`config.mk`:
```
export PLATFORM = sky130hd
export DESIGN_NAME = alu_arbiter
export DESIGN_NICKNAME = d
export VERILOG_FILES = /design/src/rtl/alu_arbiter.sv
export SDC_FILE = /design/constraint.sdc
export NUM_CORES = 1
export LEC_CHECK = 0
export BUFFER_PORTS_ARGS = -buffer_cell sky130_fd_sc_hd__buf_2
export CORE_MARGIN = 2
export CORE_UTILIZATION = 40
export DETAILED_ROUTE_END_ITERATION = 16
export PLACE_DENSITY = 0.8
export SLEW_MARGIN = 10
export SYNTH_ARGS = -nofsm -noshare
export SYNTH_HDL_FRONTEND = slang
export SYNTH_SLANG_ARGS = --single-unit
```
`constraint.sdc`:
```
create_clock -name clk -period 1.45 [get_ports clk]
set_input_delay 0.2175 -clock clk [delete_from_list [all_inputs] [get_ports clk]]
set_output_delay 0.2175 -clock clk [all_outputs]
set_load 0.05 [all_outputs]
```
`src/rtl/alu_arbiter.sv`:
```
// alu_arbiter: round-robin sharing of one external 32-bit ALU between two
// requesters. An operation is accepted with a valid/ready handshake. Its
// operands are then held on the ALU ports for EXEC_CYCLES cycles. The ALU
// result is then captured. It is returned to the requester that issued the
// operation through that requester's own valid/ready response channel.

module alu_arbiter_checker (
    input logic clk,
    input logic reset_n,
    input logic req0_valid,
    input logic req1_valid,
    input logic req0_ready,
    input logic req1_ready,
    input logic rsp0_valid,
    input logic rsp1_valid
);

    // Only one requester may be granted in a cycle.
    a_one_ready: assert property (@(posedge clk) disable iff (!reset_n)
        !(req0_ready && req1_ready));

    // A response is owned by exactly one requester.
    a_one_rsp: assert property (@(posedge clk) disable iff (!reset_n)
        !(rsp0_valid && rsp1_valid));

    // A grant is only offered to a requester that is asking.
    a_ready0_needs_valid: assert property (@(posedge clk) disable iff (!reset_n)
        req0_ready |-> req0_valid);
    a_ready1_needs_valid: assert property (@(posedge clk) disable iff (!reset_n)
        req1_ready |-> req1_valid);

    // No new operation is accepted while a response is pending.
    a_no_grant_in_resp: assert property (@(posedge clk) disable iff (!reset_n)
        (rsp0_valid || rsp1_valid) |-> !(req0_ready || req1_ready));

endmodule

module alu_arbiter #(
    parameter int unsigned EXEC_CYCLES = 1
) (
    input  logic        clk,
    input  logic        reset_n,
    input  logic        req0_valid,
    output logic        req0_ready,
    input  logic [31:0] req0_a,
    input  logic [31:0] req0_b,
    input  logic [3:0]  req0_op,
    input  logic        req1_valid,
    output logic        req1_ready,
    input  logic [31:0] req1_a,
    input  logic [31:0] req1_b,
    input  logic [3:0]  req1_op,
    output logic        rsp0_valid,
    input  logic        rsp0_ready,
    output logic        rsp1_valid,
    input  logic        rsp1_ready,
    output logic [31:0] rsp_y,
    output logic [31:0] alu_a,
    output logic [31:0] alu_b,
    output logic [3:0]  alu_opcode,
    input  logic [31:0] alu_y
);

    typedef enum logic [1:0] {
        ST_IDLE = 2'd0,
        ST_EXEC = 2'd1,
        ST_RESP = 2'd2
    } state_t;

    // The counter counts EXEC_CYCLES-1 down to zero. The result is captured on the
    // edge where the counter is already zero, which gives EXEC_CYCLES edges in EXEC.
    localparam logic [3:0] CNT_LOAD = 4'(EXEC_CYCLES - 1);

    state_t      state_r;
    logic [3:0]  cnt_r;
    logic        grant_r;        // requester owning the in-flight operation
    logic        last_grant_r;   // requester granted most recently (tie-break)
    logic        rsp0_valid_r;
    logic        rsp1_valid_r;
    logic [31:0] rsp_y_r;
    logic [31:0] alu_a_r;
    logic [31:0] alu_b_r;
    logic [3:0]  alu_opcode_r;

    logic        grant0_s;
    logic        grant1_s;
    logic        grant_any_s;
    logic [31:0] sel_a_s;
    logic [31:0] sel_b_s;
    logic [3:0]  sel_op_s;
    logic        rsp_fire_s;

    // Round-robin grant: ready is only offered in IDLE. When both requesters ask,
    // the one not served last time wins.
    always_comb begin
        grant0_s = 1'b0;
        grant1_s = 1'b0;
        case (state_r)
            ST_IDLE: begin
                if (req0_valid && req1_valid) begin
                    if (last_grant_r) begin
                        grant0_s = 1'b1;
                    end else begin
                        grant1_s = 1'b1;
                    end
                end else if (req0_valid) begin
                    grant0_s = 1'b1;
                end else if (req1_valid) begin
                    grant1_s = 1'b1;
                end else begin
                    grant0_s = 1'b0;
                    grant1_s = 1'b0;
                end
            end
            default: begin
                grant0_s = 1'b0;
                grant1_s = 1'b0;
            end
        endcase
    end

    // Operand selection from the granted requester.
    always_comb begin
        sel_a_s  = req0_a;
        sel_b_s  = req0_b;
        sel_op_s = req0_op;
        if (grant1_s) begin
            sel_a_s  = req1_a;
            sel_b_s  = req1_b;
            sel_op_s = req1_op;
        end else begin
            sel_a_s  = req0_a;
            sel_b_s  = req0_b;
            sel_op_s = req0_op;
        end
    end

    // The response completes only on the owning requester's ready. The other
    // requester's ready is ignored.
    always_comb begin
        rsp_fire_s = 1'b0;
        if (grant_r) begin
            rsp_fire_s = rsp1_valid_r && rsp1_ready;
        end else begin
            rsp_fire_s = rsp0_valid_r && rsp0_ready;
        end
    end

    assign grant_any_s = grant0_s | grant1_s;

    // Arbitration FSM: latch the operation, hold the ALU inputs, capture the result,
    // then hold the response until the owner takes it.
    always_ff @(posedge clk) begin
        if (!reset_n) begin
            state_r      <= ST_IDLE;
            cnt_r        <= 4'd0;
            grant_r      <= 1'b0;
            last_grant_r <= 1'b1;
            rsp0_valid_r <= 1'b0;
            rsp1_valid_r <= 1'b0;
            rsp_y_r      <= 32'd0;
            alu_a_r      <= 32'd0;
            alu_b_r      <= 32'd0;
            alu_opcode_r <= 4'd0;
        end else begin
            case (state_r)
                ST_IDLE: begin
                    if (grant_any_s) begin
                        alu_a_r      <= sel_a_s;
                        alu_b_r      <= sel_b_s;
                        alu_opcode_r <= sel_op_s;
                        grant_r      <= grant1_s;
                        last_grant_r <= grant1_s;
                        cnt_r        <= CNT_LOAD;
                        state_r      <= ST_EXEC;
                    end else begin
                        state_r      <= ST_IDLE;
                    end
                end
                ST_EXEC: begin
                    if (cnt_r != 4'd0) begin
                        cnt_r <= cnt_r - 4'd1;
                    end else begin
                        rsp_y_r      <= alu_y;
                        rsp0_valid_r <= ~grant_r;
                        rsp1_valid_r <= grant_r;
                        state_r      <= ST_RESP;
                    end
                end
                ST_RESP: begin
                    if (rsp_fire_s) begin
                        rsp0_valid_r <= 1'b0;
                        rsp1_valid_r <= 1'b0;
                        state_r      <= ST_IDLE;
                    end else begin
                        state_r      <= ST_RESP;
                    end
                end
                default: begin
                    rsp0_valid_r <= 1'b0;
                    rsp1_valid_r <= 1'b0;
                    state_r      <= ST_IDLE;
                end
            endcase
        end
    end

    assign req0_ready = grant0_s;
    assign req1_ready = grant1_s;
    assign rsp0_valid = rsp0_valid_r;
    assign rsp1_valid = rsp1_valid_r;
    assign rsp_y      = rsp_y_r;
    assign alu_a      = alu_a_r;
    assign alu_b      = alu_b_r;
    assign alu_opcode = alu_opcode_r;

    alu_arbiter_checker u_checker (
        .clk        (clk),
        .reset_n    (reset_n),
        .req0_valid (req0_valid),
        .req1_valid (req1_valid),
        .req0_ready (grant0_s),
        .req1_ready (grant1_s),
        .rsp0_valid (rsp0_valid_r),
        .rsp1_valid (rsp1_valid_r)
    );

endmodule

```
After elaboration in Yosys (flattened, before gate mapping)
Cells that the tools add are included.
{"block": "word_totals", "ff_bits": 110, "latchBits": 0, "ram_bits": 0, "rom_bits": 0, "inputBits": 174, "out_inout_bits": 104, "elab_cells": 56, "memories": 0}
{"block": "classes", "addsub": 1, "mul": 0, "div": 0, "order_cmp": 0, "n_eq_ne": 6, "shifts": 0, "n_mux": 25, "bitwise_logic": 4, "reduce_logical": 10}
{"op": "two-way mux 32 bit", "n": 2}
{"op": "two-way mux 1 bit", "n": 14}
{"op": "two-way mux 4 bit", "n": 3}
{"op": "!= test 2 bit (second input constant)", "n": 4}
{"op": "case mux 4 bit (2 select lines)", "n": 1}
{"op": "case mux 1 bit (3 select lines)", "n": 2}
{"op": "case mux 2 bit (3 select lines)", "n": 1}
{"op": "AND reduction 3 bit", "n": 2}
{"op": "two-way mux 2 bit", "n": 2}
{"op": "AND reduction 2 bit", "n": 2}
{"op": "nonzero test 4 bit", "n": 1}
{"op": "subtractor 4 x 1 -> 4 bit (second input constant)", "n": 1}
{"op": "logical AND 1 bit", "n": 3}
{"op": "inverter 1 bit", "n": 3}
{"op": "== test 2 x 1 -> 1 bit (second input constant)", "n": 1}
{"op": "== test 2 bit (second input constant)", "n": 1}
{"op": "logical NOT 2 bit", "n": 1}
{"op": "nonzero test 2 bit", "n": 1}
{"op": "OR 1 bit", "n": 1}

Depth between registers and ports, before layout
{"block": "logic_depth", "word_depth": 7, "depth_mapped": 7, "depth_no_buf": 5}

Worst setup path before layout
OpenSTA, ideal clock, no wires.
{"block": "synth_path", "path_kind": "register to output", "from": "reg state_r[1]", "to": "out req0_ready", "t_arrival_ns": 1.663, "required_time_ns": 1.233, "path_slack_ns": -0.431, "path_stages_with_launch": 6, "path_buffers": 3, "cell_sequence": "dfxtp_1 -> buf_4 -> or2_1 -> buf_2 -> buf_2 -> nor2_1"}
{"block": "synth_via", "elab_chain_len": 2}
{"element": "from (decl)", "line": "74", "rtl": "state_t state_r;"}
{"element": "from (signal assigned)", "line": "155", "rtl": "state_r <= ST_IDLE;"}
{"element": "from (signal assigned)", "line": "175", "rtl": "state_r <= ST_EXEC;"}
{"element": "from (signal assigned)", "line": "177", "rtl": "state_r <= ST_IDLE;"}
{"element": "logical NOT 2 bit", "line": "98", "rtl": "case (state_r)"}
{"element": "two-way mux 1 bit", "line": "98"}
{"element": "to (decl)", "line": "44", "rtl": "output logic req0_ready,"}
Every way passes these cells.

Worst setup path after layout
{"block": "layout_path", "from": "reg cnt_r[1]", "to": "reg rsp_y_r[24], in the netlist rsp_y[24]"}
{"block": "layout_via", "elab_chain_len": 3}
{"element": "from (decl)", "line": "75", "rtl": "logic [3:0] cnt_r;"}
{"element": "from (signal assigned)", "line": "182", "rtl": "cnt_r <= cnt_r - 4'd1;"}
{"element": "nonzero test 4 bit", "line": "181", "rtl": "if (cnt_r != 4'd0) begin"}
{"element": "inverter 1 bit (no line)"}
{"element": "AND reduction 2 bit (no line)"}
{"element": "to (signal assigned)", "line": "184", "rtl": "rsp_y_r <= alu_y;"}
{"element": "to (decl)", "line": "80", "rtl": "logic [31:0] rsp_y_r;"}
Every way passes these cells.
A chain may end at the register's enable or synchronous reset.

==> flow_summary.yaml <==
finish:
  instances_no_fill: 1017
  multi_input_area_um2: 2500
  final_layout_size_suffix_gt1_share_pct: 43.3
  final_area_um2: 7180
  layout.nets: 1040
  syn2layout_area_growth_pct: 46.4
  post-route-util_pct: 59.8
  fillerInstances: 1075
  seq_area_um2: 2210
sta:
  fin_crit_sh_pct: 102
  setup_viol: 1
  rsz0062_at_grt: "true"
  hold_slack_ns: 0.106
  maxSlewHeadroom_pct: 76.0
  skew_ns: 0.00784
  worst_slack_ns: -0.0228
  clock.fmax_mhz: 679
  drv_slew: 0
  layout_min_cycle_time_ns: 1.47
  tightest_slew_ns: 0.360
  hold_viol: 0
clock_tree:
  clock-sinks: 110
  tritoncts: "built"
  htree_levels: 3
  insertion_delay_ns: 0.35
  max-clock-path-buffers: 2
  path_clk_slew_ns: 0.07
  numCtsBuffers: 9
  root_buffer: "clkbuf_16"
  cts_hold_buf: 0
setup_path:
  arrival_ns: 1.70
  end_kind: "register"
  required_ns: 1.68
  start_kind: "register"
  path_class: "reg2reg"
  worstPathMaxFanout: 24
drt:
  drtIter0Drc: 717
  post-route-drc-count: 0
  drt-total-wl_mm: 17.7
  maxUsedRoutingLayer: "met4"
  met1Wirelength_mm: 6.84
  routed-wl-met3_mm: 1.68
  via_count: 5981
  via_per_inst: 5.88
  antenna_left: 0
  dr.pass1.iters: 5
  wl_met2_mm: 8.63
  wl_per_cell_um: 17.4
logic_synthesis:
  synth.most_common_cell: "dfxtp_1"
  ys_seq_elements: 110
  seq_area_frac_synth_pct: 44.9
  yosys-top-cells-count: "dfxtp_1 (110), nand3_1 (102), o21ai_1 (102)"
  synthFlopType: "dfxtp_1"
  synthTopCellsByArea: "dfxtp_1 (45%), nand3_1 (10%), o21ai_1 (10%), a31oi_1 (8.9%), nand4_1 (8.9%)"
  synth_top_cell_area_share_pct: 44.9
  yosys_warnings: 0
  synth_fp_nets: 786
  synth.avg_cell_area_um2: 8.04
  synth_cell_types: 40
  syn_area_um2: 4910
  synthArstFlopShare_pct: 0
  synth_cells: 610
  synth-edff-count: 0
  yosys.area.top_type: "dfxtp_1"
die:
  die_w_um: 115
  core_um2: 12000
  die_area_um2: 13200
  rows: 40
  start_util_pct: 40.8
  ios: 278
  die_height_um: 115
grt:
  first_global_vias: 5368
  grt_max_degree: 69
  gr-total-overflow: 0
  grt_pass1_wl_mm: 26.6
  grt_usage_pct: 25.0
  grt_antenna_before_repair: 1
place:
  dpl_cell_area_um2: 6690
  finalWeightedCongestion: 0.837
  port_buffers: 277
  dp_cells: 994
  dp_hpwl_mm: 11.9
run_status:
  violations: "setup timing"
  status: "complete, but fails checks"
worst_hold_path:
  hp-class: "in2reg"
flow_run:
  maxCapViolCount: 0
power_and_ir_drop:
  ir_drop_uv: 768
  leakagePower_nw: 3.09
  power_density_nw_per_um2: 1260
## power by group
group          total [W]  switching, W  leakage [nW]  internal, W
sequential       0.00351      0.000171         0.905      0.00334
clock            0.00229       0.00114         0.135      0.00115
combinational    0.00325       0.00222          2.05      0.00103
## what timing repair did
action,CTS,global route
setup buffers,2,3
cloned,0,2
endpoints found under the setup margin,31,91
gates resized for setup,15,25
pin swaps,2,2
## area by class of cell
type,count,area share (%)
Tap cell,147,2.56
Multi-Input combinational cell,417,34.8
Clock buffer,9,3.14
Clock inverter,7,0.575
Timing Repair Buffer,322,27.9
Antenna cell,1,0.0348
Inverter,4,0.226
Sequential cell,110,30.8
## sequential cells by signal (all words and copies together) (netlist names), 2 cells and up
signal      cells
alu_a          32
alu_b          32
rsp_y          32
alu_opcode      4
cnt_r           4
state_r         2
## per-stage QoR
step           setup TNS, ns  power (W)  worst slack, ns
5_1_grt                -1.06    0.00942          -0.0776
3_3_place_gp               0    0.00665           0.0295
3_5_place_dp         -0.0672    0.00666          -0.0140
4_1_cts                    0    0.00898          0.00265
6_report             -0.0228    0.00905          -0.0228
2_1_floorplan        -0.0360    0.00563         -0.00676
## metal layers
| metal | GRT usage (%) | vias up |
|---|---|---|
| met2 | 41.2 | 333 |
| met4 | 9.72 | 0 |
| li1 | - | 2840 |
| met1 | 30.7 | 2767 |
| met3 | 7.54 | 41 |
| met5 | 0 | - |
## cell usage in the layout, fill, tap and decap left out, types with 3 or more instances in the layout
| cell | count |
|---|---|
| buf_12 | 17 |
| buf_8 | 3 |
| nand3_1 | 100 |
| nand2_1 | 3 |
| buf_2 | 275 |
| clkbuf_16 | 11 |
| o21ai_2 | 11 |
| o21ai_1 | 91 |
| a31oi_1 | 69 |
| nor2_4 | 3 |
| buf_4 | 23 |
| dfxtp_2 | 6 |
| dfxtp_1 | 104 |
| nand4_1 | 70 |
| a21oi_1 | 33 |
| clkinv_2 | 6 |
## worst paths after layout
path / start / to / slack [ns] / depth (start not counted)
max reg2reg: cnt_r[1] / rsp_y[24] / -0.02 / 6
min reg2reg: rsp_y[18] / rsp_y[18] / 0.46 / 2
max: cnt_r[1] / rsp_y[24] / -0.02 / 6
min: reset_n / last_grant_r / 0.11 / 2
## logic make-up (layout without fill, tap and decap cells)
| kind of cell | count (synthesis) | count (layout) | synth area share, % |
|---|---|---|---|
| AO/OA/AOI/OAI | 216 | 216 | 24.4 |
| adder cells (fa/ha/maj) | 2 | 2 | 0.510 |
| buffers and inverters | 83 | 342 | 6.99 |
| flip-flops | 110 | 110 | 44.9 |
| multiplexers | 1 | 1 | 0.204 |
| other | 0 | 1 | 0 |
| AND/OR/NAND/NOR | 198 | 198 | 23.0 |
## worst max-delay path, stage by stage, from the launching register on
cell and delay (ns):
dfxtp_2 0.32, inv_2 0.07, ha_4 0.14, or3b_4 0.41
buf_12 0.18, o21ai_1 0.14, a21oi_1 0.08
Power figures use the tool's default switching activity.
